$ cat src/rtl/cpu_types_pkg.sv
// rtl/cpu_types_pkg.sv - shared CPU word and RAM status types
package cpu_types_pkg;

    typedef logic [31:0] word_t;

    typedef enum logic [1:0] {
        FREE   = 2'd0,
        BUSY   = 2'd1,
        ACCESS = 2'd2,
        ERROR  = 2'd3
    } ramstate_t;

endpackage

$ cat src/rtl/memory_arbiter.sv
// rtl/memory_arbiter.sv - single-port RAM arbiter between fetch and data requests
// Data requests win over fetches; an access completes with a one-cycle hit pulse.
module memory_arbiter
    import cpu_types_pkg::*;
(
    input  logic      CLK,
    input  logic      nRST,
    input  logic      iREN,
    input  word_t     iaddr,
    input  logic      dREN,
    input  logic      dWEN,
    input  word_t     daddr,
    input  word_t     dstore,
    input  ramstate_t ramstate,
    input  word_t     ramload,
    output logic      ihit,
    output logic      dhit,
    output word_t     iload,
    output word_t     dload,
    output logic      ramREN,
    output logic      ramWEN,
    output word_t     ramaddr,
    output word_t     ramstore,
    output logic      err
);

    typedef enum logic [1:0] {
        IDLE  = 2'd0,
        DATA  = 2'd1,
        INSTR = 2'd2,
        DONE  = 2'd3
    } state_t;

    state_t     state_q;
    logic       ihit_q;
    logic       dhit_q;
    word_t      iload_q;
    word_t      dload_q;
    logic       err_q;
    logic [1:0] retry_q;

    always_ff @(posedge CLK) begin
        if (!nRST) begin
            state_q <= IDLE;
            ihit_q  <= 1'b0;
            dhit_q  <= 1'b0;
            iload_q <= '0;
            dload_q <= '0;
            err_q   <= 1'b0;
            retry_q <= 2'd0;
        end else begin
            ihit_q <= 1'b0;
            dhit_q <= 1'b0;
            case (state_q)
                IDLE: begin
                    if (dREN || dWEN) begin
                        state_q <= DATA;
                        retry_q <= 2'd0;
                    end else if (iREN) begin
                        state_q <= INSTR;
                        retry_q <= 2'd0;
                    end
                end
                DATA: begin
                    // A withdrawn request aborts before the RAM response is considered.
                    if (!(dREN || dWEN)) begin
                        state_q <= IDLE;
                    end else if (ramstate == ACCESS) begin
                        dhit_q  <= 1'b1;
                        state_q <= DONE;
                        if (!dWEN) begin
                            dload_q <= ramload;
                        end
                    end else if (ramstate == ERROR) begin
                        if (retry_q == 2'd2) begin
                            err_q   <= 1'b1;
                            state_q <= IDLE;
                        end else begin
                            retry_q <= retry_q + 2'd1;
                        end
                    end
                end
                INSTR: begin
                    if (!iREN) begin
                        state_q <= IDLE;
                    end else if (ramstate == ACCESS) begin
                        ihit_q  <= 1'b1;
                        iload_q <= ramload;
                        state_q <= DONE;
                    end else if (ramstate == ERROR) begin
                        if (retry_q == 2'd2) begin
                            err_q   <= 1'b1;
                            state_q <= IDLE;
                        end else begin
                            retry_q <= retry_q + 2'd1;
                        end
                    end
                end
                DONE: begin
                    state_q <= IDLE;
                end
                default: begin
                    state_q <= IDLE;
                end
            endcase
        end
    end

    // RAM strobes follow the live request so wait states see stable, current values.
    always_comb begin
        ramREN   = 1'b0;
        ramWEN   = 1'b0;
        ramaddr  = '0;
        ramstore = '0;
        case (state_q)
            DATA: begin
                ramaddr  = daddr;
                ramstore = dstore;
                ramWEN   = dWEN;
                ramREN   = dREN & ~dWEN;
            end
            INSTR: begin
                ramaddr = iaddr;
                ramREN  = 1'b1;
            end
            default: begin
                ramREN = 1'b0;
            end
        endcase
    end

    assign ihit  = ihit_q;
    assign dhit  = dhit_q;
    assign iload = iload_q;
    assign dload = dload_q;
    assign err   = err_q;

endmodule

$ cat config.mk
export PLATFORM = sky130hd
export DESIGN_NAME = memory_arbiter
export DESIGN_NICKNAME = d
export VERILOG_FILES = /design/src/rtl/cpu_types_pkg.sv /design/src/rtl/memory_arbiter.sv
export SDC_FILE = /design/constraint.sdc
export NUM_CORES = 1
export LEC_CHECK = 0
export CAP_MARGIN = 15
export CELL_PAD_IN_SITES_DETAIL_PLACEMENT = 1
export CELL_PAD_IN_SITES_GLOBAL_PLACEMENT = 2
export CORE_AREA = 2 2 148 150
export DETAILED_ROUTE_END_ITERATION = 12
export DIE_AREA = 0 0 150 152
export GPL_TIMING_DRIVEN = 0
export PLACE_DENSITY_LB_ADDON = 0.1
export SYNTH_ARGS = -nofsm -noshare
export SYNTH_HDL_FRONTEND = slang
export SYNTH_SLANG_ARGS = --single-unit
$ cat constraint.sdc
create_clock -name CLK -period 2 [get_ports CLK]
set_clock_uncertainty 0.05 [all_clocks]
set_input_delay 0.3 -clock CLK [delete_from_list [all_inputs] [get_ports CLK]]
set_output_delay 0.3 -clock CLK [all_outputs]
set_load 0.005 [all_outputs]
# Word level (Yosys, flattened, before mapping)
# Cells that the tools add are included.
[totals]
register_bits = 71
latch_bits = 0
mem_bits_rw = 0
rom_bits = 0
in_bits = 135
word_cells = 56
n_memories = 0
[op_classes]
n_addsub = 1
mul = 0
div = 0
magnitude_cmp = 0
n_eq_ne = 9
shifts = 0
n_mux = 27
bitwise = 2
n_reduce_logical = 10
[ops]
columns = ["cell", "count"]
rows = [
  ["32-bit one-hot mux with 2 select lines", 1],
  ["32-bit two-way mux", 1],
  ["2-bit two-way mux", 14],
  ["3-bit AND reduction", 4],
  ["2-bit equality test (second input constant)", 5],
  ["2-bit one-hot mux with 4 select lines", 1],
  ["4-bit AND reduction", 2],
  ["1-bit two-way mux", 7],
  ["2-bit one-hot mux with 3 select lines", 1],
  ["2-bit inequality test (second input constant)", 2],
  ["1-bit one-hot mux with 2 select lines", 2],
  ["3-bit inequality test (second input constant)", 1],
  ["3-bit nonzero test", 1],
  ["2-bit by 1-bit adder with 2-bit output (second input constant)", 1],
  ["2-bit by 1-bit equality test with 1-bit output (second input constant)", 1],
  ["2-bit zero test", 1],
  ["2-bit nonzero test", 1],
  ["1-bit AND", 1],
  ["1-bit logical OR", 1],
  ["1-bit inverter", 1],
]

# Logic depth before layout (Yosys ltp)
# Gate-level depths: netlist (run 1).
[logic_depth]
depth_word = 6
ltp_mapped = 9

# Worst setup path after synthesis (run 1)
# No wires, ideal clock.
[synth_path]
path_type = "register to output"
from = "reg state_q[0]"
to = "out ramaddr[18]"
t_arrival_ps = 1333
t_required_ps = 1650
path_slack_ps = 317
stages_incl_launch_ff = 6
n_path_buf = 2
cell_sequence = "dfxtp_1 -> inv_1 -> ha_1 -> clkbuf_1 -> clkbuf_1 -> nor2b_1"
[synth_via]
elab_chain_cells = 2
[synth_lines]
columns = ["element", "line", "source"]
rows = [
  ["from (decl)", "memory_arbiter.sv:34", "state_t state_q;"],
  ["from (signal assigned)", "memory_arbiter.sv:44", "state_q <= IDLE;"],
  ["from (signal assigned)", "memory_arbiter.sv:57", "state_q <= DATA;"],
  ["from (signal assigned)", "memory_arbiter.sv:60", "state_q <= INSTR;"],
  ["2-bit equality test / 2-bit by 1-bit equality test with 1-bit output (equally long branches)", "memory_arbiter.sv:115", "case (state_q)"],
  ["32-bit one-hot mux with 2 select lines *", "memory_arbiter.sv:115", ""],
  ["to (decl)", "memory_arbiter.sv:22", "output word_t ramaddr,"],
]
# Mark *: on every way between the ends. The rest lies on a longest branch, timed or not.

# Worst setup path in the final report (run 1)
[layout_path]
from = "reg state_q[1]"
to = "out ramstore[22]"
[layout_via]
elab_chain_cells = 2
[layout_lines]
columns = ["element", "line", "source"]
rows = [
  ["2-bit by 1-bit equality test with 1-bit output", "memory_arbiter.sv:115", ""],
  ["32-bit two-way mux", "memory_arbiter.sv:115", ""],
  ["to (decl)", "memory_arbiter.sv:23", "output word_t ramstore,"],
]
# No other way between the ends.

==> metrics.md, run 1 <==
| Metric | Value |
|---|---|
| Status | finished with violations |
| Failing checks | setup timing |
| DRC viols | 0 |
| Total number of vias | 4324 |
| Die area | 0.02280 sq mm |
| Clock share of power | between 30 and 40% |
| Cell variety after synth | 31 |
| Drt initial violations | 53 |
| PnR worst setup slack | -0.004649 ns |
| Multi-input gate area | 0.002158 sq mm |
| Pint | 3.228 mW |
| Average size of a mapped cell | roughly 7.9 sq um |
| Routed length per instance | roughly 17 um |
| # H-tree levels | 3 |
| Dpl cells | 995 |
| Pin count of the biggest net entering global routing | 12 |
| Synthesis Warnings | 0 |
| Post-synthesis cell count | 449 |
| FFs w/ async S/R, synth | 0% |
| Top cells by count, synth | 137 x nand2_1, 71 x dfxtp_1, 59 x a21boi_1 |
| Most frequent cell after synthesis | nand2_1 |
| Port Buffers | between 200 and 300 |
| Switch Pwr | between 1 and 1.5 mW |
| Final net count | between 800 and 900 |
| Predominant post-synthesis flop cell | dfxtp_1 |
| Clock slew at reported path FFs | ~0.060 ns |
| Leakage | between 2 and 3 nW |
| Dpl ws | -0.6718 ns |
| Sequential-to-total area share from yosys stat | roughly 40% |
| Worst R2R Path Depth | 8 |
| Slew @ Worst Pin | 0.5021 ns |
| CP Max Fanout | 7 |
| P per Cell Area | 571.7 mW/mm^2 |
| Setup tns final | -0.004649 ns |
| CTS root buf | clkbuf_16 |
| Leading area contributor after synthesis | dfxtp_1 |
| Reg power frac | 33.6% |
| Crit-path cells | inv_4 > ha_4 > buf_8 > buf_8 > buf_8 > buf_6 > and2_4 > buf_6 |
| Comb pwr share | approximately 30% |
| Tot GR Track Use | roughly 15% |
| Endpoints failing setup | 1 |
| Gpl congestion | 0.7215 |
| Vias in the first global route | approximately 4800 |
| Area grow syn2layout | 112.4% |
| CP most frequent cell | buf_8 |
| Hold depth | 3 |
| CP endpoint kind | primary output |
| Die H | around 150 um |
| First-pass GRT wire length | between 20 and 30 mm |
| CTS buffer count | 9 |
| Max-cap violations | 0 |
| Slew headroom | 66.53% |
| Fmax | around 500 MHz |
| Syn_nets | just under 600 |
| Switching Share | about a quarter |
| Final cell count without fillers | 1044 |
| Vias per std cell | ~4.1 |
| WL final | roughly 17 mm |
| Antenna viol nets, final | 0 |
| CORE AREA | between 0.02 and 0.025 sq mm |
| Starting Density | 16.61% |
| Clk_lat worst skew | 0.32 ns |
| Crit path arrival time | 1.65 ns |
| Crit-path max cell delay | 0.36 ns |
| Crit path max-delay cell type | dfxtp_4 |
| I/O pin count | between 200 and 300 |
| FILL cells | 2522 |
| Die width | about 150 um |
| Post-synthesis cell area | approximately 0.0035 sq mm |
| Total power after layout | approximately 4.3 mW |
| Largest cells by area after synthesis | dfxtp_1 40%, nand2_1 15%, a21boi_1 12% |
| Setup CP Type | reg -> out |
| Flops & latches, synth | between 70 and 80 |
| CP Data Required Time | about 1.7 ns |
| Synth top area share | between 40% and 50% |
| Final hold violation count | 0 |
| VDD IR max | ~0.34 mV |
| RSZ-0062 raised after global routing | true |
| Hold_buf cts | 0 |
| Pins over their slew limit | 0 |
| Pre-Repair DR Iteration Count | 4 |
| Ratio of cells with drive above 1 in the final layout | between 20% and 30% |
| Hold Path Class | in -> reg |
| Final worst path period need | 2.005 ns |
| Post-synth EDFFs | 0 |
| Period Utilization, post-route | 100.2% |
| Hpwl dp | approximately 13 mm |
| Max clock buf depth | 2 |
| Sequential cell area | between 0.001 and 0.0015 sq mm |
| Ant diodes | 0 |
| Row Count | 54 |
| TritonCTS clock tree | yes |
| CP Launch Type | register |
| CTS Sinks | between 70 and 80 |
| Initial antenna violation count | 0 |
| Total congestion overflow | 0 |
-- stage by stage --
step | hold slack, ns | util, % | instance area, sq um
2_1_floorplan | 0.3848 | - | 3546
3_3_place_gp | 0.3910 | 30.72 | 6559
3_5_place_dp | 0.3984 | 30.72 | 6559
4_1_cts | 0.3312 | 34.89 | 7448
5_1_grt | 0.3482 | 35.28 | 7532
6_report | 0.3251 | 35.28 | 7532
-- kinds of logic (layout without fill, tap and decap cells) --
group / Yosys count / count (layout) / share of synthesized area [%]
fa+ha+maj: 5 / 5 / 1.764
flops: 71 / 71 / 40.08
simple gates: 220 / 220 / 29.25
mux: 2 / 2 / 0.5646
buf+inv: 42 / 357 / 5.857
compound gates: 109 / 109 / 22.48
-- layout by cell type (no fill, tap or decap), types with 2 or more instances in the layout --
cell type	count
a21boi_1	59
buf_12	3
and2_4	17
dfxtp_1	69
dfxtp_4	2
clkbuf_2	5
clkbuf_1	12
a21oi_1	3
clkbuf_16	13
nor2_1	2
ha_1	2
nor2b_1	33
a21boi_0	5
clkdlybuf4s50_1	200
clkbuf_8	6
mux2i_1	2
dlygate4sd2_1	3
a22oi_2	32
clkdlybuf4s15_1	11
inv_1	2
o21a_1	2
nand3_1	4
buf_8	8
buf_6	35
o21ai_0	6
buf_2	36
nand2_1	137
buf_4	17
and2_1	18
ha_4	3
inv_4	2
-- path summary, 6_finish.rpt --
check / start / end / slack (ns)
max reg2reg: state_q[1] / dload[12] / 0.19
max: state_q[1] / ramstore[22] / -0.005
min reg2reg: dload[8] / dload[8] / 0.40
min: nRST / dhit / 0.33
-- critical path: cells and delay by family, from the launching register on --
| family | cells | cell delay [ns] |
|---|---|---|
| DFF | 1 | 0.36 |
| buffers and inverters | 6 | 0.65 |
| and+or+nand+nor | 1 | 0.12 |
| adders and majority gates | 1 | 0.19 |
-- layout make-up --
type                    count  share of cell area (%)
plain buffers              34                   4.369
inverters                   4                  0.2658
well taps                 280                   4.651
multi-input cells         336                   28.65
flip-flops and latches     71                   18.97
clock inverters             3                  0.5814
clock buffers              13                   3.189
repair buffers            303                   39.32
-- registers in the layout (all words and copies together), names as in the netlist --
register  cells
err           1
ihit          1
retry_q       2
iload        32
dhit          1
dload        32
state_q       2
-- routing by layer --
layer | global-route usage (%) | wire length, um | up-vias | part of all wire, %
li1 | - | - | 2104 | -
met2 | 27.59 | 9045 | 170 | 52
met5 | 0 | 0 | - | 0
met3 | 5.045 | 1440 | 17 | 8.3
met1 | 15.50 | 6535 | 2033 | 38
met4 | 4.178 | 242 | 0 | 1.4
-- power by group through the flow --
stage          sequential [mW]  combinational [mW]  clock, mW
4_1_cts                   1.45                1.27       1.63
3_3_place_gp              1.48               0.958          0
5_1_grt                   1.45                1.39       1.69
3_5_place_dp              1.48               0.966          0
2_1_floorplan             1.48               0.349          0
6_report                  1.45                1.29       1.57
-- timing repair --
item	CTS	global route
setup endpoints to repair	81	66
buffers inserted	25	7
pin swaps	4	6
gates cloned	4	2
gates resized for setup	375	13
Power figures use the tool's default switching activity.
==> run 2, diff against run 1 <==
--- a/config.mk
+++ b/config.mk
@@ -13,6 +13,8 @@
 export DIE_AREA = 0 0 150 152
 export GPL_TIMING_DRIVEN = 0
 export PLACE_DENSITY_LB_ADDON = 0.1
+export SETUP_SLACK_MARGIN = 0.1
+export SKIP_LAST_GASP = 1
 export SYNTH_ARGS = -nofsm -noshare
 export SYNTH_HDL_FRONTEND = slang
 export SYNTH_SLANG_ARGS = --single-unit
==> run 2 against run 1 <==
Net effect: the run still ends with setup timing left; non-clock buffer count is 10 lower; core utilization is 0.36 points lower; hold slack improved by 0.011 ns; sequential share of layout area rose by 0.19 points; die area unchanged; setup slack better by 0.0012 ns.
==> metrics.md, run 2 (synthesis gave the netlist of run 1 again) <==
| Metric | Value |
|---|---|
| Cell area after layout | 0.007456 sq mm (-1.0%) |
| CP Buf/Inv Count | 6 (unchanged) |
| CP Max Fanout | 8 (+1) |
| PnR worst setup slack | -0.003433 ns (+0.001215 ns) |
| Worst reg2reg setup slack | 0.20 ns (about the same) |
| Vias per std cell | 4.132 (-0.25%) |
| Crit path arrival time | 1.65 ns (about the same) |
| Area grow syn2layout | 110.3% |
| CTS Sinks | 71 (unchanged) |
| Placed Area | 0.006559 sq mm (unchanged) |
| Hpwl dp | 13.11 mm (unchanged) |
| CTS root buf | clkbuf_16 |
| Drt initial violations | 54 (+1.9%) |
| Max clock buf depth | 2 (unchanged) |
| Crit-path max cell delay | 0.36 ns (about the same) |
| Row Count | 54 (unchanged) |
| Commonest non-fill, non-tap cell in the layout | clkdlybuf4s50_1 |
| Hold Path Class | in -> reg |
| I/O pin count | 268 (unchanged) |
| Vias in the first global route | 4676 (-2.5%) |
| Final hold violation count | 0 (unchanged) |
| Die H | 152 um (unchanged) |
| Worst R2R Path Depth | 10 (+2) |
| Metal-1 WL | 6.566 mm (+0.47%) |
| Final net count | 889 (-1.1%) |
| Pins over their slew limit | 0 (unchanged) |
| Tot GR Track Use | 14.59% (-0.19 points) |
| Die width | 150 um (unchanged) |
| Stages on worst setup path | 8 (unchanged) |
| Gpl congestion | 0.7215 (unchanged) |
| Leakage | 2.788 nW (-1.1%) |
| Ant diodes | 0 (unchanged) |
| CP Launch Type | register |
| DRC viols | 0 (unchanged) |
| Failing checks | setup timing |
| VDD IR max | 0.3398 mV (+0.52%) |
| Antenna viol nets, final | 0 (unchanged) |
| Starting Density | 16.61% (unchanged) |
| Most frequent cells in the layout | 200 x clkdlybuf4s50_1, 136 x nand2_1, 69 x dfxtp_1 |
| Die area | 0.02280 sq mm (unchanged) |
| Final worst path period need | 2.003 ns (-0.001215 ns) |
| CTS buffer count | 9 (unchanged) |
| TritonCTS clock tree | yes |
| Pin count of the biggest net entering global routing | 12 (unchanged) |
| CORE AREA | 0.02135 sq mm (unchanged) |
| First-pass GRT wire length | 25.92 mm (-1.7%) |
| Hold_buf cts | 0 (unchanged) |
| Final cell count without fillers | 1034 (-0.96%) |
| Period Utilization, post-route | 100.2% (about the same) |
| FILL cells | 2533 (+0.44%) |
| CP endpoint kind | primary output |
| P per Cell Area | 578.2 mW/mm^2 (+1.1%) |
| Total congestion overflow | 0 (unchanged) |
| RSZ-0062 raised after global routing | true |
| Total number of vias | 4272 (-1.2%) |
| Crit path from | state_q[1] |
| Initial antenna violation count | 0 (unchanged) |
| Setup CP Type | reg -> out |
| Clk_lat worst skew | 0.33 ns (about the same) |
| Pre-Repair DR Iteration Count | 4 (unchanged) |
| CP top delay family | buffers and inverters |
| Endpoints failing setup | 3 (+2) |
| Routed length per instance | 16.73 um (+1.2%) |
| Slew @ Worst Pin | 0.5227 ns (+0.02062 ns) |
| # H-tree levels | 3 (unchanged) |
| Slew headroom | 65.15% (-1.4 points) |
| Crit-path cells | inv_4 > ha_4 > buf_12 > buf_12 > buf_8 > buf_8 > and2_4 > buf_6 |
| Max-cap violations | 0 (unchanged) |
| Worst hold margin | 0.3361 ns (+0.01097 ns) |
| FF-to-FF End | dload[16] |
| Met2 routed WL | 9.059 mm (+0.15%) |
| Fmax | 499.1 MHz (about the same) |
| Dpl cells | 995 (unchanged) |
| Port Buffers | 266 (unchanged) |
| Crit path max-delay cell type | dfxtp_4 |
| Top sig layer | met4 |
| WL final | 17.30 mm (+0.23%) |
| Crit path capture | ramstore[12] |
| Status | finished with violations |
| Met3 wire length | 1.477 mm (+2.6%) |
| CP Data Required Time | 1.65 ns (about the same) |
| Ratio of cells with drive above 1 in the final layout | 26.13% (+1.9 points) |
| Reg2reg start | state_q[1] |
| Clock slew at reported path FFs | 0.06 ns (about the same) |
==> run 2: worst min-delay path, cell delays in order <==
cell      delay [ns]
clkbuf_1        0.21
nand2_1         0.11
nor2_1          0.04
==> run 2: timing repair <==
action	in CTS	in global routing
cloned	7	3
setup buffers	11	2
pin swaps	11	15
setup endpoints to repair	96	119
resized for setup	388	49
==> run 2: report_power, final <==
group          switching [mW]  leakage (nW)  internal [mW]
registers              0.0149         0.574           1.43
clock network           0.603         0.138          0.968
logic                   0.473          2.08          0.818
==> run 2: metrics by stage <==
step	power, mW	setup WS, ns	setup TNS, ns	utilization, %
after floorplan	1.824	0.3167	0	-
after global placement	2.434	-0.6630	-29.20	30.72
after detailed placement	2.444	-0.6718	-31.53	30.72
after CTS	4.320	-0.06183	-0.9993	34.38
after global routing	4.528	-0.05671	-1.447	34.92
final	4.311	-0.003433	-0.006111	34.92
==> run 2: worst min path at each step <==
stage	slack (ns)	endpoint	cells past startpoint	start
floorplan	0.38	dload[10]	2	ramload[10]
global placement	0.39	iload[8]	2	iload[8]
detailed placement	0.40	dload[30]	2	dload[30]
CTS	0.33	dhit	3	nRST
global route	0.35	dhit	3	nRST
finish	0.34	dhit	3	nRST
==> run 2: cell type report <==
| cell class | count | area (sq um) | area share, % |
|---|---|---|---|
| Timing Repair Buffer | 289 | 2754 | 36.94 |
| Buffer | 38 | 440.4 | 5.907 |
| Multi-Input combinational cell | 336 | 2178 | 29.22 |
| Sequential cell | 71 | 1429 | 19.16 |
| Tap cell | 280 | 350.3 | 4.699 |
| Clock buffer | 13 | 240.2 | 3.222 |
| Inverter | 4 | 20.02 | 0.2685 |
| Clock inverter | 3 | 43.79 | 0.5873 |
==> run 2: per-layer routing <==
| metal | up-vias | track usage [%] |
|---|---|---|
| met5 | - | 0 |
| met4 | 0 | 3.819 |
| met3 | 13 | 5.105 |
| met2 | 166 | 27.25 |
| met1 | 2008 | 15.34 |
| li1 | 2085 | - |
==> run 3, diff against run 2 <==
==> constraint.sdc (replaced) <==
create_clock -name CLK -period 2 [get_ports CLK]
set_clock_uncertainty 0.05 [all_clocks]
set_input_delay 0.3 -clock CLK [delete_from_list [all_inputs] [get_ports CLK]]
set_output_delay 0.3 -clock CLK [all_outputs]
set_load 0.05 [all_outputs]
==> run 3 against run 2 <==
Net effect: the flow still finishes with violations (setup timing); via count grew 0.21%; hold slack lost 0.059 ns; die area is the same; routed wire length grew 2.7%; non-clock buffer count grew 4; fmax shrank 1.3%; global-route usage grew 0.48 points.
==> metrics.md, run 3 (synthesis gave the netlist of run 1 again) <==
| Metric | Value |
|---|---|
| Placed Area | 0.006679 sq mm (+1.8%) |
| Hold Path Class | in -> reg |
| VDD IR max | 0.3545 mV (+4.3%) |
| Pre-Repair DR Iteration Count | 4 (unchanged) |
| Tot GR Track Use | 15.07% (+0.48 points) |
| PnR worst setup slack | -0.02974 ns (-0.02631 ns) |
| Clk_lat worst skew | 0.33 ns (about the same) |
| Final net count | 893 (+0.45%) |
| Area grow syn2layout | 128.0% |
| CP Launch Type | register |
| Vias per std cell | 4.124 (-0.18%) |
| CP top delay family | buffers and inverters |
| Failing checks | setup timing |
| First-pass GRT wire length | 26.68 mm (+2.9%) |
| Most frequent cells in the layout | 196 x clkdlybuf4s50_1, 136 x nand2_1, 69 x dfxtp_1 |
| Max clock buf depth | 2 (unchanged) |
| Pin count of the biggest net entering global routing | 12 (unchanged) |
| Total congestion overflow | 0 (unchanged) |
| Drt initial violations | 68 (+26%) |
| Endpoints failing setup | 27 (+24) |
| Stages on worst setup path | 7 (-1) |
| Final worst path period need | 2.030 ns (+0.02631 ns) |
| Worst hold margin | 0.2770 ns (-0.05909 ns) |
| CTS root buf | clkbuf_16 |
| CTS Sinks | 71 (unchanged) |
| CTS buffer count | 9 (unchanged) |
| CP endpoint kind | primary output |
| Dpl ws | -0.9474 ns (-0.2755 ns) |
| Crit path max-delay cell type | dfxtp_2 |
| Multi-input gate area | 0.002406 sq mm (+10%) |
| Period Utilization, post-route | 101.5% (+1.3 points) |
| Crit-path cells | buf_6 > ha_4 > buf_12 > clkbuf_16 > a22oi_2 > nor2b_4 > buf_6 |
| Ratio of cells with drive above 1 in the final layout | 32.06% (+5.9 points) |
| Crit path arrival time | 1.68 ns (+0.03 ns) |
| Commonest non-fill, non-tap cell in the layout | clkdlybuf4s50_1 |
| Pins over their slew limit | 0 (unchanged) |
| Setup tns final | -0.3026 ns (-0.2965 ns) |
| CORE AREA | 0.02135 sq mm (unchanged) |
| Leakage | 3.032 nW (+8.8%) |
| Hold depth | 3 (unchanged) |
| Sequential cell area | 0.001426 sq mm (-0.17%) |
| Crit-path max cell delay | 0.33 ns (-0.03 ns) |
| Status | finished with violations |
| Slew headroom | 61.47% (-3.7 points) |
| Antenna viol nets, final | 0 (unchanged) |
| Routed length per instance | 17.12 um (+2.3%) |
| Total power after layout | 4.938 mW (+15%) |
| Setup CP Type | reg -> out |
| CP Data Required Time | 1.65 ns (about the same) |
| Port Buffers | 266 (unchanged) |
| # H-tree levels | 3 (unchanged) |
| Die area | 0.02280 sq mm (unchanged) |
| Top sig layer | met5 |
| Met3 wire length | 1.631 mm (+10%) |
| DRC viols | 0 (unchanged) |
| Hold_buf cts | 0 (unchanged) |
| FILL cells | 2454 (-3.1%) |
| Hpwl dp | 13.53 mm (+3.2%) |
| Met2 routed WL | 9.358 mm (+3.3%) |
| Clock slew at reported path FFs | 0.06 ns (about the same) |
| WL final | 17.77 mm (+2.7%) |
| Die H | 152 um (unchanged) |
| TritonCTS clock tree | yes |
| Fmax | 492.7 MHz (-1.3%) |
| Row Count | 54 (unchanged) |
| Metal-1 WL | 6.610 mm (+0.67%) |
| CP Max Fanout | 6 (-2) |
| I/O pin count | 268 (unchanged) |
| CP most frequent cell | buf_6 |
| Slew @ Worst Pin | 0.5771 ns (+0.05433 ns) |
| Total number of vias | 4281 (+0.21%) |
| Ant diodes | 0 (unchanged) |
| CP Buf/Inv Count | 4 (-2) |
| RSZ-0062 raised after global routing | true |
| Cell area after layout | 0.008084 sq mm (+8.4%) |
| Initial antenna violation count | 1 (+1) |
| Max-cap violations | 0 (unchanged) |
| P per Cell Area | 610.9 mW/mm^2 (+5.7%) |
| Gpl congestion | 0.7868 (+9.1%) |
| Worst R2R Path Depth | 10 (unchanged) |
| Die width | 150 um (unchanged) |
| Starting Density | 16.61% (unchanged) |
| Vias in the first global route | 4778 (+2.2%) |
| Final hold violation count | 0 (unchanged) |
[run 3: cell types whose count changed in the layout (fill, tap and decap cells not counted), moves of 2 or more]
cell / delta
dlymetal6s2s_1: +3
buf_8: +17
and2_4: +14
and2_1: -14
buf_6: +31
buf_4: +4
nor2b_4: +25
nor2b_1: -27
buf_2: -46
clkbuf_4: -2
nor2b_2: +2
clkdlybuf4s50_1: -4
[run 3: where the power goes]
part / total, mW / switching (mW) / internal (mW)
registers: 1.45 / 0.0138 / 1.43
clock network: 1.47 / 0.598 / 0.873
logic: 2.02 / 0.951 / 1.07
[run 3: metrics by stage]
| stage | utilization [%] | std cells |
|---|---|---|
| after floorplan | - | 449 |
| after global placement | 31.28 | 995 |
| after detailed placement | 31.28 | 995 |
| after CTS | 36.30 | 1029 |
| after global routing | 37.86 | 1038 |
| final | 37.86 | 1038 |
[run 3: worst paths after layout]
kind | start | endpoint | slack (ns)
max reg2reg | state_q[0] | dload[25] | 0.16
min | nRST | dhit | 0.28
max | state_q[0] | ramaddr[24] | -0.03
min reg2reg | dload[5] | dload[5] | 0.40
[run 3: worst reg2reg max path, stage by stage (launching register included)]
cell and delay, ns:
dfxtp_2 0.33, buf_6 0.12, ha_4 0.17, buf_12 0.14, and3b_2 0.22, buf_4 0.14
and2_1 0.14, buf_6 0.14, buf_8 0.14, nand2_1 0.07, a21boi_1 0.06
[run 3: cell type report]
cell class / instances / area share [%]
repair buffers: 293 / 38.83
multi-input cells: 336 / 29.76
flip-flops and latches: 71 / 17.64
plain buffers: 38 / 5.881
well taps: 280 / 4.334
clock buffers: 13 / 3.095
clock inverters: 3 / 0.2322
inverters: 4 / 0.2167
[run 3: timing repair]
item                                    in CTS  in global routing
pin swaps                                   15                 14
resized for setup                          607                 57
endpoints found under the setup margin      94                123
setup buffers                               12                  3
cloned                                       6                  6
[run 3: layer usage]
metal  vias up  track usage, %
met5         -               0
met4         2           3.235
met3        12           6.126
met2       164           27.44
met1      2008           16.20
li1       2095               -
